File: src/rtl/pipe_stage_skid.sv
// Pipeline stage register with valid/ready handshake, bubble insertion, flush,
// an optional 2-entry skid buffer and saturating bubble/flush statistics.
module pipe_stage_skid #(
    parameter int CTRL_W = 13,
    parameter int DATA_W = 160,
    parameter int SKID   = 1,
    parameter int CNT_W  = 16
) (
    input  logic              clk,
    input  logic              rst,
    input  logic              i_in_valid,
    output logic              o_in_ready,
    input  logic [CTRL_W-1:0] i_in_ctrl,
    input  logic [DATA_W-1:0] i_in_data,
    input  logic              i_bubble,
    input  logic              i_flush,
    output logic              o_out_valid,
    input  logic              i_out_ready,
    output logic [CTRL_W-1:0] o_out_ctrl,
    output logic [DATA_W-1:0] o_out_data,
    output logic [1:0]        o_occupancy,
    output logic [CNT_W-1:0]  o_bubble_cnt,
    output logic [CNT_W-1:0]  o_flush_cnt
);

    typedef enum logic [1:0] {
        ST_EMPTY = 2'd0,
        ST_ONE   = 2'd1,
        ST_FULL  = 2'd2
    } state_t;

    logic              w_accept;
    logic              w_consume;
    logic              w_in_ready;
    logic              w_out_valid;
    logic [1:0]        w_occupancy;
    logic [CTRL_W-1:0] w_in_ctrl;
    logic [CTRL_W-1:0] w_out_ctrl;
    logic [DATA_W-1:0] w_out_data;
    logic [CNT_W-1:0]  r_bubble_cnt;
    logic [CNT_W-1:0]  r_flush_cnt;

    assign w_accept  = i_in_valid & w_in_ready;
    assign w_consume = w_out_valid & i_out_ready;
    // A bubble turns the accepted entry into a NOP that still advances.
    assign w_in_ctrl = i_bubble ? '0 : i_in_ctrl;

    generate
        if (SKID != 0) begin : g_skid
            state_t            r_state;
            state_t            w_state_nxt;
            logic              r_in_ready;
            logic [CTRL_W-1:0] r_main_ctrl;
            logic [DATA_W-1:0] r_main_data;
            logic [CTRL_W-1:0] r_skid_ctrl;
            logic [DATA_W-1:0] r_skid_data;
            logic              w_main_load;
            logic              w_main_shift;
            logic              w_main_clr;
            logic              w_skid_load;
            logic              w_skid_clr;

            always_comb begin
                // NOTE: every output gets a default first, so no path can infer a latch.
                w_state_nxt  = r_state;
                w_main_load  = 1'b0;
                w_main_shift = 1'b0;
                w_main_clr   = 1'b0;
                w_skid_load  = 1'b0;
                w_skid_clr   = 1'b0;
                if (i_flush) begin
                    w_state_nxt = ST_EMPTY;
                    w_main_clr  = 1'b1;
                    w_skid_clr  = 1'b1;
                end else begin
                    case (r_state)
                        ST_EMPTY: begin
                            if (w_accept) begin
                                w_main_load = 1'b1;
                                w_state_nxt = ST_ONE;
                            end
                        end
                        ST_ONE: begin
                            if (w_accept && w_consume) begin
                                w_main_load = 1'b1;
                            end else if (w_accept) begin
                                w_skid_load = 1'b1;
                                w_state_nxt = ST_FULL;
                            end else if (w_consume) begin
                                w_main_clr  = 1'b1;
                                w_state_nxt = ST_EMPTY;
                            end
                        end
                        ST_FULL: begin
                            if (w_consume) begin
                                w_main_shift = 1'b1;
                                w_skid_clr   = 1'b1;
                                w_state_nxt  = ST_ONE;
                            end
                        end
                        default: begin
                            w_main_clr  = 1'b1;
                            w_skid_clr  = 1'b1;
                            w_state_nxt = ST_EMPTY;
                        end
                    endcase
                end
            end

            // NOTE: sequential state is updated with non-blocking assignments only.
            always_ff @(posedge clk or negedge rst) begin
                if (!rst) begin
                    r_state    <= ST_EMPTY;
                    r_in_ready <= 1'b1;
                end else begin
                    r_state    <= w_state_nxt;
                    r_in_ready <= (w_state_nxt != ST_FULL);
                end
            end

            // NOTE: entry registers are reset because outputs must read zero during reset.
            always_ff @(posedge clk or negedge rst) begin
                if (!rst) begin
                    r_main_ctrl <= '0;
                    r_main_data <= '0;
                    r_skid_ctrl <= '0;
                    r_skid_data <= '0;
                end else begin
                    if (w_main_clr) begin
                        r_main_ctrl <= '0;
                        r_main_data <= '0;
                    end else if (w_main_load) begin
                        r_main_ctrl <= w_in_ctrl;
                        r_main_data <= i_in_data;
                    end else if (w_main_shift) begin
                        r_main_ctrl <= r_skid_ctrl;
                        r_main_data <= r_skid_data;
                    end
                    if (w_skid_clr) begin
                        r_skid_ctrl <= '0;
                        r_skid_data <= '0;
                    end else if (w_skid_load) begin
                        r_skid_ctrl <= w_in_ctrl;
                        r_skid_data <= i_in_data;
                    end
                end
            end

            assign w_in_ready  = r_in_ready;
            assign w_out_valid = (r_state != ST_EMPTY);
            assign w_occupancy = r_state;
            assign w_out_ctrl  = r_main_ctrl;
            assign w_out_data  = r_main_data;
        end else begin : g_single
            logic              r_valid;
            logic [CTRL_W-1:0] r_ctrl;
            logic [DATA_W-1:0] r_data;

            always_ff @(posedge clk or negedge rst) begin
                if (!rst) begin
                    r_valid <= 1'b0;
                    r_ctrl  <= '0;
                    r_data  <= '0;
                end else if (i_flush) begin
                    r_valid <= 1'b0;
                    r_ctrl  <= '0;
                    r_data  <= '0;
                end else if (w_accept) begin
                    r_valid <= 1'b1;
                    r_ctrl  <= w_in_ctrl;
                    r_data  <= i_in_data;
                end else if (w_consume) begin
                    r_valid <= 1'b0;
                    r_ctrl  <= '0;
                end
            end

            assign w_in_ready  = i_out_ready | ~r_valid;
            assign w_out_valid = r_valid;
            assign w_occupancy = {1'b0, r_valid};
            assign w_out_ctrl  = r_ctrl;
            assign w_out_data  = r_data;
        end
    endgenerate

    // Statistics saturate at all-ones; flushes only count when they kill something.
    always_ff @(posedge clk or negedge rst) begin
        if (!rst) begin
            r_bubble_cnt <= '0;
            r_flush_cnt  <= '0;
        end else begin
            if (w_accept && i_bubble && !i_flush && (r_bubble_cnt != '1))
                r_bubble_cnt <= r_bubble_cnt + CNT_W'(1);
            if (i_flush && (w_occupancy != 2'd0) && (r_flush_cnt != '1))
                r_flush_cnt <= r_flush_cnt + CNT_W'(1);
        end
    end

    assign o_in_ready   = w_in_ready;
    assign o_out_valid  = w_out_valid;
    assign o_out_ctrl   = w_out_ctrl;
    assign o_out_data   = w_out_data;
    assign o_occupancy  = w_occupancy;
    assign o_bubble_cnt = r_bubble_cnt;
    assign o_flush_cnt  = r_flush_cnt;

endmodule

File: config.mk
export PLATFORM = sky130hd
export DESIGN_NAME = pipe_stage_skid
export DESIGN_NICKNAME = d
export VERILOG_FILES = /design/src/rtl/pipe_stage_skid.sv
export SDC_FILE = /design/constraint.sdc
export NUM_CORES = 1
export LEC_CHECK = 0
export ABC_AREA = 1
export ABC_CLOCK_PERIOD_IN_PS = 2900
export CORE_MARGIN = 10
export CORE_UTILIZATION = 25
export DETAILED_ROUTE_END_ITERATION = 6
export GPL_ROUTABILITY_DRIVEN = 0
export SLEW_MARGIN = 10
export SYNTH_ARGS = -nofsm -noshare
export SYNTH_HDL_FRONTEND = slang
export SYNTH_SLANG_ARGS = --single-unit
export TNS_END_PERCENT = 100
File: constraint.sdc
create_clock -name clk -period 2.9 [get_ports clk]
set_input_delay 0.58 -clock clk [delete_from_list [all_inputs] [get_ports clk]]
set_output_delay 0.58 -clock clk [all_outputs]
set_load 0.01 [all_outputs]
### After elaboration in Yosys (flattened, before gate mapping)

Index checks and enable logic that the tools add are counted.

* equality and inequality tests: 5
* reduce and logical (&&, ||, !) cells: 13
* bitwise operators: 2
* multiplexer cells: 34
* add/subtract/negate cells: 2

Operator list (number)
* 160-bit 2-to-1 mux: 5
* 13-bit 2-to-1 mux: 6
* 16-bit by 1-bit adder with 16-bit output (second input constant): 2
* 16-bit != test (second input constant): 2
* 1-bit 2-to-1 mux: 13
* 2-bit 2-to-1 mux: 6
* 1-bit logical AND: 6
* 1-bit case mux with 2 select lines: 3
* 2-bit case mux with 3 select lines: 1
* 2-bit nonzero test: 2
* 2-bit OR reduction: 2
* 3-bit nonzero test: 1
* 1-bit bitwise AND: 2
* 2-bit by 1-bit equality test with 1-bit output (second input constant): 1
* 2-bit equality test (second input constant): 1
* 2-bit logical NOT: 1
* 2-bit != test (second input constant): 1
* 1-bit logical NOT: 1

* bits of input ports: 179
* register bits: 381
* output and inout bits: 209

### Logic depth before layout (Yosys ltp)

* depth in word-level cells: 8
* depth in mapped cells: 9

### Least setup slack after synthesis

No wires, ideal clock.

* kind: register to register
* start point: reg r_bubble_cnt[1], in the netlist o_bubble_cnt[1]
* end point: reg r_bubble_cnt[3], in the netlist o_bubble_cnt[3]
* buffers on the path: 1
* setup slack: 1222 ps
* period minus slack after synthesis: 1678 ps
* stages on the path, launching flop included: 10
* arrival time: 1562 ps
* cell sequence: dfrtp_1 > ha_1 > nand3_2 > inv_1 > nand2_1 > o21ai_2 > inv_2 > buf_6 > nand2_1 > nand2_1

* longest elaborated chain between the ends: 2

RTL lines
* start, declared: line 40 `logic [CNT_W-1:0] r_bubble_cnt;`
* start signal, assigned: line 193 `r_bubble_cnt <= r_bubble_cnt + CNT_W'(1);`
* parallel branches: the longest is 2 deep, another holds 16-bit by 1-bit adder with 16-bit output

Parallel ways; which one is timed is not known.
A chain may end at the register's enable or synchronous reset.

### Worst setup path after layout

* start point: reg g_skid.r_state[0], in the netlist o_occupancy[0]
* end point: out o_out_valid

* longest elaborated chain between the ends: 1

RTL lines
* start, declared: line 50 `state_t r_state;`
* start signal, assigned: line 116 `r_state <= w_state_nxt;`
* 2-bit nonzero test: line 150 `assign w_out_valid = (r_state != ST_EMPTY);`
* end, declared: line 17 `output logic o_out_valid,`

No other way between the ends.

==> results.py <==
metrics = {
    "route": {
        "vias_per_cell": 4.33,
        "via_count": 15300,
        "route.detailed.drc": 0,
        "wl_per_cell_um": 16.3,
        "antenna_left": 0,
        "wl_mm": 57.3,
        "drtIter0Drc": 893,
        "firstDrtPassIters": 5,
    },
    "clock_tree": {
        "clkLatencyLatePin_ns": 0.57,
        "post-cts-setup-buffers": 0,
        "cts_tree": "done",
        "cts_root_buffer": "clkbuf_16",
        "clkTransAtPathRegs_ns": 0.05,
        "cts_sinks": 381,
        "cts.htree.levels": 2,
        "cts_buffers": 47,
        "clk_path_buf_depth": 3,
    },
    "synth": {
        "seq_area_frac_synth": 0.543,
        "ys_ff_latch": 381,
        "synthCells": 2188,
        "syn-mean-instance-area_um2": 8.03,
        "ys_types": 28,
        "synth_area_leader_cell": "dfrtp_1",
        "synthTopCellsByArea": "dfrtp_1 54%, o21ai_0 8.2%, nor2_1 8.1%",
        "syn_area_um2": 17600,
        "ys_warn_count": 0,
        "synth_top_area_frac": 0.541,
        "syn-num-nets": 2369,
    },
    "sta": {
        "skew_ns": 0.0209,
        "hold_viol": 0,
        "fmaxAchievable_ghz": 0.432,
        "period_needed_ns": 2.31,
        "worst_slew_pin_slew_ns": 0.567,
        "post-route-period-util": 0.798,
        "fin_setup_tns_ns": 0,
        "rsz0062_at_grt": "false",
        "relSlewSlack": 0.622,
        "setup_viol": 0,
        "layout_setup_ws_ns": 0.587,
        "finalMaxSlewViolations": 0,
    },
    "die": {
        "pin_count": 388,
        "die_area_um2": 81200,
        "initial_utilization": 0.252,
        "die_h_um": 285,
        "die_x_um": 285,
        "core_um2": 69800,
        "rows": 97,
    },
    "placement": {
        "dpl.hpwl_mm": 38.9,
        "io_buffers": 387,
        "place_area_um2": 22600,
        "dp_slack_ns": 0.340,
    },
    "layout": {
        "fin_nets": 2717,
        "final_area_um2": 24300,
        "final_common_cell": "clkdlybuf4s50_1",
        "area_growth_pct": 38.2,
        "fill_cells": 7201,
        "drive_above_1_share": 0.0563,
        "final_cell_mix": "386 x clkdlybuf4s50_1, 380 x nor2_1, 380 x dfrtp_1, 356 x inv_1, 341 x nand2_1",
        "fin_util": 0.348,
    },
    "worst_hold_path": {
        "hold_path_class": "in2async",
    },
    "global_routing": {
        "track_usage": 0.138,
        "grt_remaining_overflow": 0,
        "grt_max_degree": 110,
        "grt_pass1_wl_mm": 91.1,
        "grt_pass1_vias": 15200,
        "grt_antenna_before_repair": 9,
    },
    "setup_path": {
        "setup.worst_path.class": "reg2out",
        "cp_max_fo": 6,
        "cp_cell_sequence": "nor2_1 > inv_2 > clkdlybuf4s50_1",
        "startpoint_type": "register",
        "worstPathArrival_ns": 1.73,
        "cpMaxStageDelayCell": "clkdlybuf4s50_1",
        "end_kind": "output pin",
        "critPathRequiredTime_ns": 2.32,
        "critPathMaxStageDelay_ns": 0.50,
    },
    "pwr": {
        "p_per_area_nw_per_um2": 613,
        "ir_drop_mv": 0.458,
        "p_leak_nw": 10.8,
    },
    "job": {
        "drv_cap": 0,
    },
    "outcome": {
        "status": "finished, final reports clean",
    },
}
[registers in the layout, indices dropped and copies added (netlist names)]
signal / cells
o_out_ctrl: 13
o_out_data: 160
o_flush_cnt: 16
o_bubble_cnt: 16
o_in_ready: 1
o_occupancy: 2
g_skid.r_skid_data: 160
g_skid.r_skid_ctrl: 13
[logic make-up after synthesis]
kind of cell,synth area share
compound gates,0.166
xor+xnor,0.00698
fa+ha+maj,0.00142
buf+inv,0.117
flops,0.543
simple gates,0.165
[worst max-delay path, delay by kind of cell, from the launching register on]
kind	cells	cell delay, ns
buffers and inverters	2	0.56
AND/OR/NAND/NOR	1	0.18
flip-flops	1	0.45
[path summary, 6_finish.rpt]
| kind | endpoint | cells after the start | start | slack [ns] |
|---|---|---|---|---|
| setup / recovery | o_out_valid | 3 | o_occupancy[0] | 0.59 |
| hold / removal | g_skid.r_skid_data[125] | 2 | rst | 0.53 |
| setup reg to reg | o_flush_cnt[15] | 8 | o_flush_cnt[1] | 0.87 |
| hold reg to reg | g_skid.r_skid_data[12] | 2 | g_skid.r_skid_data[12] | 0.53 |
| max in group asynchronous | o_out_data[143] | 3 | rst | 1.44 |
| min in group clk | g_skid.r_skid_data[12] | 2 | g_skid.r_skid_data[12] | 0.53 |
[layout make-up]
cell class / count / area [um2] / area share
Clock inverter: 20 / 283 / 0.0117
Clock buffer: 67 / 1370 / 0.0566
Tap cell: 940 / 1180 / 0.0485
Antenna cell: 5 / 12.5 / 0.000515
Sequential cell: 381 / 9540 / 0.393
Timing Repair Buffer: 436 / 4510 / 0.186
Multi-Input combinational cell: 1306 / 6010 / 0.248
Inverter: 364 / 1370 / 0.0565
[metal layers]
metal | vias to the layer above | global-route usage | wire length, um
met2 | 343 | 0.225 | 27000
met1 | 7185 | 0.177 | 25300
met4 | 8 | 0.0442 | 1540
met3 | 86 | 0.0367 | 3410
li1 | 7628 | - | -
met5 | - | 0 | 54
[synth_stat cells]
cell type  instances
xnor2_1           14
nand3_1           14
o21ai_1           70
nor2_1           380
o21ai_2            1
nor2_2             1
ha_1               2
o21ai_0          288
nor3_1             1
inv_2              8
buf_2             77
dfrtp_1          380
clkbuf_1          36
nand4_1           10
nand3_2            2
nor2_4             1
nand2_2            1
inv_1            356
or2_2              1
nand2_1          342
o22ai_1          173
buf_4              2
o21ai_4            1
buf_6             10
a21oi_1            3
buf_1             12
dfstp_2            1
nand3b_1           1
[repair_timing]
action,in CTS,in global routing
hold endpoints to repair,45,0
resized for setup,0,0
hold buffers,1,0
[power by group]
part | total [W] | leakage (nW) | switching, W | internal [W]
sequential | 0.00602 | 5.14 | 0.000293 | 0.00573
clock | 0.00622 | 0.800 | 0.00237 | 0.00385
combinational | 0.00264 | 4.83 | 0.00137 | 0.00128
[through the flow]
step	hold WS (ns)	cells	power (W)
after detailed placement	0.523	3426	0.00879
after CTS	0.512	3514	0.0152
final	0.531	3519	0.0149
after global placement	0.515	3426	0.00879
after global routing	0.545	3518	0.0157
after floorplan	0.284	2188	0.00720
No activity file was read; power rests on OpenSTA's default activity.
